## config.mk

```make
export PLATFORM = sky130hd
export DESIGN_NAME = uart_tx_fifo
export DESIGN_NICKNAME = d
export VERILOG_FILES = /design/src/rtl/uart_pkg.sv /design/src/rtl/uart_sync_fifo.sv /design/src/rtl/uart_tx_fifo.sv
export SDC_FILE = /design/constraint.sdc
export NUM_CORES = 1
export LEC_CHECK = 0
export CAP_MARGIN = 15
export CORE_UTILIZATION = 45
export CTS_BUF_LIST = sky130_fd_sc_hd__clkbuf_4 sky130_fd_sc_hd__clkbuf_8
export CTS_CLUSTER_SIZE = 14
export DETAILED_ROUTE_END_ITERATION = 16
export PLACE_DENSITY = 0.63
export SYNTH_ARGS = -nofsm -noshare
export SYNTH_HDL_FRONTEND = slang
export SYNTH_SLANG_ARGS = --single-unit
```

## constraint.sdc

```tcl
create_clock -name clk -period 7.6 [get_ports clk]
set_input_delay 0.76 -clock clk [delete_from_list [all_inputs] [get_ports clk]]
set_output_delay 0.76 -clock clk [all_outputs]
set_load 0.05 [all_outputs]
```

## src/rtl/uart_pkg.sv

```systemverilog
// Shared UART definitions: data width and TX buffer sequencer states.
package uart_pkg;

   localparam int UART_DATA_W = 8;

   typedef enum logic [1:0] {
      TXF_IDLE,
      TXF_LAUNCH,
      TXF_WAIT_DONE
   } tx_fifo_state_e;

endpackage

```

## src/rtl/uart_sync_fifo.sv

```systemverilog
// Synchronous FIFO with a separately held occupancy count and a synchronous flush.
// A push into a full FIFO is accepted only when a pop happens in the same cycle.
module uart_sync_fifo #(
   parameter int DATA_W = 8,
   parameter int DEPTH  = 16,
   localparam int ADDR_W = $clog2(DEPTH)
) (
   input  logic              clk,
   input  logic              rst,
   input  logic              wr_en,
   input  logic [DATA_W-1:0] wr_data,
   input  logic              rd_en,
   output logic [DATA_W-1:0] rd_data,
   input  logic              flush,
   output logic              full,
   output logic              empty,
   output logic [ADDR_W:0]   count
);

   logic [DATA_W-1:0] mem [DEPTH];
   logic [ADDR_W-1:0] wr_ptr;
   logic [ADDR_W-1:0] rd_ptr;
   logic              push;
   logic              pop;

   assign full    = (count == (ADDR_W+1)'(DEPTH));
   assign empty   = (count == '0);
   assign rd_data = mem[rd_ptr];

   assign pop  = rd_en && !empty;
   assign push = wr_en && !flush && (!full || pop);

   always_ff @(posedge clk) begin
      if (push) begin
         mem[wr_ptr] <= wr_data;
      end
   end

   // Flush wins over pointer/count updates; a pop in the flush cycle still delivers rd_data.
   always_ff @(posedge clk or negedge rst) begin
      if (!rst) begin
         wr_ptr <= '0;
         rd_ptr <= '0;
         count  <= '0;
      end else if (flush) begin
         wr_ptr <= '0;
         rd_ptr <= '0;
         count  <= '0;
      end else begin
         if (push) begin
            wr_ptr <= wr_ptr + ADDR_W'(1);
         end
         if (pop) begin
            rd_ptr <= rd_ptr + ADDR_W'(1);
         end
         case ({push, pop})
            2'b10:   count <= count + (ADDR_W+1)'(1);
            2'b01:   count <= count - (ADDR_W+1)'(1);
            default: count <= count;
         endcase
      end
   end

endmodule

```

## src/rtl/uart_tx_fifo.sv

```systemverilog
// Byte queue in front of the UART transmitter: launches one byte at a time
// with a tx_start pulse and waits for tx_done before launching the next.
module uart_tx_fifo
   import uart_pkg::*;
#(
   parameter int DATA_W = UART_DATA_W,
   parameter int DEPTH  = 16,
   localparam int ADDR_W = $clog2(DEPTH)
) (
   input  logic              clk,
   input  logic              rst,
   input  logic              wr_en,
   input  logic [DATA_W-1:0] wr_data,
   input  logic              flush,
   output logic              full,
   output logic              empty,
   output logic [ADDR_W:0]   count,
   output logic              overflow,
   output logic              tx_busy,
   output logic              tx_start,
   output logic [DATA_W-1:0] tx_data,
   input  logic              tx_done
);

   tx_fifo_state_e    state;
   tx_fifo_state_e    state_next;
   logic              pop;
   logic [DATA_W-1:0] head;

   uart_sync_fifo #(
      .DATA_W (DATA_W),
      .DEPTH  (DEPTH)
   ) u_fifo (
      .clk     (clk),
      .rst     (rst),
      .wr_en   (wr_en),
      .wr_data (wr_data),
      .rd_en   (pop),
      .rd_data (head),
      .flush   (flush),
      .full    (full),
      .empty   (empty),
      .count   (count)
   );

   assign tx_busy = (state != TXF_IDLE);

   always_ff @(posedge clk or negedge rst) begin
      if (!rst) begin
         state <= TXF_IDLE;
      end else begin
         state <= state_next;
      end
   end

   always_comb begin
      state_next = state;
      pop        = 1'b0;
      case (state)
         TXF_IDLE: begin
            if (!empty) begin
               pop        = 1'b1;
               state_next = TXF_LAUNCH;
            end
         end
         TXF_LAUNCH:    state_next = TXF_WAIT_DONE;
         TXF_WAIT_DONE: if (tx_done) state_next = TXF_IDLE;
         default:       state_next = TXF_IDLE;
      endcase
   end

   // tx_start follows the pop by one cycle, so it is high exactly during LAUNCH.
   always_ff @(posedge clk or negedge rst) begin
      if (!rst) begin
         tx_start <= 1'b0;
         tx_data  <= '0;
         overflow <= 1'b0;
      end else begin
         tx_start <= pop;
         if (pop) begin
            tx_data <= head;
         end
         overflow <= wr_en && !flush && full && !pop;
      end
   end

endmodule

```

==> results.yml <==
cts:
  cts_resized: 0
  ctsLongestPathBuffers: 2
  post-cts-setup-buffers: 0
  htree_levels: 4
  ctsRootBufferMaster: "clkbuf_8"
  holdBufCountCts: 0
  cts_buffers: 17
  clock_latency_ps: 430
  cts_num_sinks: 153
  clk_pin_slew_worst_paths_ps: 80
  cts_tree: "yes"
synth:
  synth_area_um2: 6210
  synth.distinct_cells: 36
  yosys_warnings: 0
  async_flop_share: 0.163
  netlist_instances: 340
  ys.flop_type: "edfxtp_1"
  syn_area_per_cell_um2: 18.3
  synth-seq-area-share: 0.720
  yosys-top-cells-area: "edfxtp_1, mux4_2, dfrtp_1"
  synth.top_cell.area_share: 0.619
  synth_nets: 360
  ys_ff_latch: 153
  synth-edff-count: 128
  netlist.top_cell.by_area: "edfxtp_1"
placed_design:
  place_hpwl_um: 7490
  io_buffer_count: 30
  gp_congestion: 0.831
  place_inst: 540
routing:
  postRouteAntennaNets: 0
  drt_iter0_drc: 225
  vias_per_cell: 5.46
  first_pass_iters: 4
  post-route-drc-count: 0
  num_vias: 3133
  routed_wl_um: 11600
  wl_per_cell_um: 20.3
min_path:
  hold_path_end: "tx_data[3]"
  hold_class: "register to register"
  worstHoldStart: "tx_data[3]"
  holdPathStages: 2
grt:
  groute.usage.overall: 0.179
  busiest_layer: "met2"
  grt_use_met1: 0.246
  grt_overflow: 0
  met3_usage: 0.0426
  grt_pass1_vias: 3224
  antenna_found_initial: 0
  grtUsageMet2: 0.277
  grt_pass1_wl_um: 18300
  grt_max_degree: 36
worst_setup_path:
  worst_r2r_endpoint: "u_fifo.count[4]"
  reg2reg_depth: 9
  reg2reg_from: "u_fifo.count[1]"
  cp_max_fo: 15
  cpPeakStageDelay_ps: 800
  setup.worst_path.start_class: "primary input"
  critPathArrivalTime_ps: 3800
  worstSetupPathType: "primary input to register"
  path_cells: "clkdlybuf4s50_1 -> nand2b_1 -> o211ai_4 -> xnor2_1 -> ha_1 -> o21ai_0 -> or4_4 -> and4_4 -> or4_1 -> a21oi_1"
  r2r_setup_slack_ps: 4320
  critPathRequiredTime_ps: 7950
  cp-end-kind: "register"
  crit_slowest_cell: "clkdlybuf4s50_1"
die:
  start_util: 0.465
  rows: 42
  die_y_um: 119
  core_um2: 13300
  die_x_um: 119
  design.die.area_um2: 14300
  ios: 31
sta:
  maxSlewHeadroom: 0.349
  grt_setup_unrepaired: "false"
  final-hold-violation-count: 0
  setup_violations: 0
  tns_ps: 0
  tightest_slew_ps: 977
  skew_ps: 7.68
  maxSlewViolCount: 0
  finalCritPeriodShare: 0.455
  period_needed_ps: 3460
  clock.fmax_ghz: 0.289
pwr:
  ir_drop_uv: 107
  p_leak_nw: 2.32
  power_density_nw_per_um2: 325
layout:
  final_nets: 406
  drive_above_1_share: 0.198
  final_cells: 574
  layout_common_cells: "edfxtp_1, mux4_2, clkdlybuf4s50_1"
  syn2layout_area_growth_pct: 14.9
  final_common_cell: "edfxtp_1"
  antenna_cells: 0
  fillers: 1072
outcome:
  status: "complete, no violations"
run:
  cap_violations: 0
[cell type report]
type	count	area [µm²]	area share
clock buffer	17	234	0.0328
clock inverter	14	133	0.0186
inverter	12	47.5	0.00666
multi-input combinational	160	1620	0.227
sequential	153	4470	0.627
tap	176	220	0.0309
timing repair buffer	42	408	0.0572
[logic make-up after synthesis]
logic type,count (synthesis),share of synthesized area
buffers and inverters,27,0.0189
adder cells (fa/ha/maj),7,0.0141
AO/OA/AOI/OAI,26,0.0302
XOR/XNOR,8,0.0113
flip-flops,153,0.720
multiplexers,52,0.149
AND/OR/NAND/NOR,67,0.0570
[worst max-delay path by stage]
| stage | start | slack [ps] | to | cells past startpoint |
|---|---|---|---|---|
| 6_report | flush | 4140 | u_fifo.count[4] | 10 |
| 3_3_place_gp | flush | 3770 | u_fifo.count[4] | 10 |
| 3_5_place_dp | flush | 3710 | u_fifo.count[4] | 10 |
| 5_1_grt | flush | 3970 | u_fifo.count[4] | 10 |
| 2_1_floorplan | u_fifo.count[1] | 4260 | u_fifo.count[4] | 10 |
| 4_1_cts | flush | 4150 | u_fifo.count[4] | 10 |
[synth_stat cells (all sizes together) (6+ instances only)]
library cell,instances
edfxtp,128
mux4,32
nor2,29
dfrtp,25
mux2i,19
inv,12
nor3,10
clkbuf,9
a221oi,8
a21oi,7
ha,7
buf,6
[layer usage]
layer	wire length, µm	part of all wire
met1	5320	0.46
met3	480	0.041
met5	0	0
met4	213	0.018
met2	5630	0.48
[power breakdown]
| part | internal [mW] | switching, mW |
|---|---|---|
| Combinational | 0.295 | 0.436 |
| Clock | 0.285 | 0.285 |
| Sequential | 0.963 | 0.0520 |
| Total | 1.54 | 0.774 |
[flip-flops by register name (all words and copies together) (netlist names)]
signal         count
u_fifo.mem       128
tx_data            8
u_fifo.count       5
u_fifo.rd_ptr      4
u_fifo.wr_ptr      4
state              2
overflow           1
tx_start           1
[metrics by stage]
stage | power [mW] | hold WS, ps | cell area, µm² | setup slack (ps) | utilization
after floorplan | 1.56 | 464 | 6210 | 4260 | -
after detailed placement | 1.77 | 570 | 6730 | 3710 | 0.504
after global placement | 1.76 | 575 | 6730 | 3770 | 0.504
after global routing | 2.43 | 584 | 7130 | 3970 | 0.534
after CTS | 2.33 | 581 | 7090 | 4150 | 0.531
final | 2.32 | 577 | 7130 | 4140 | 0.534
[worst max-delay path, delay by kind of cell]
family	cells	cell delay [ps]
fa+ha+maj	1	230
xor+xnor	1	180
simple gates	4	1430
buf+inv	1	800
compound gates	3	400
Power figures use the tool's default switching activity.
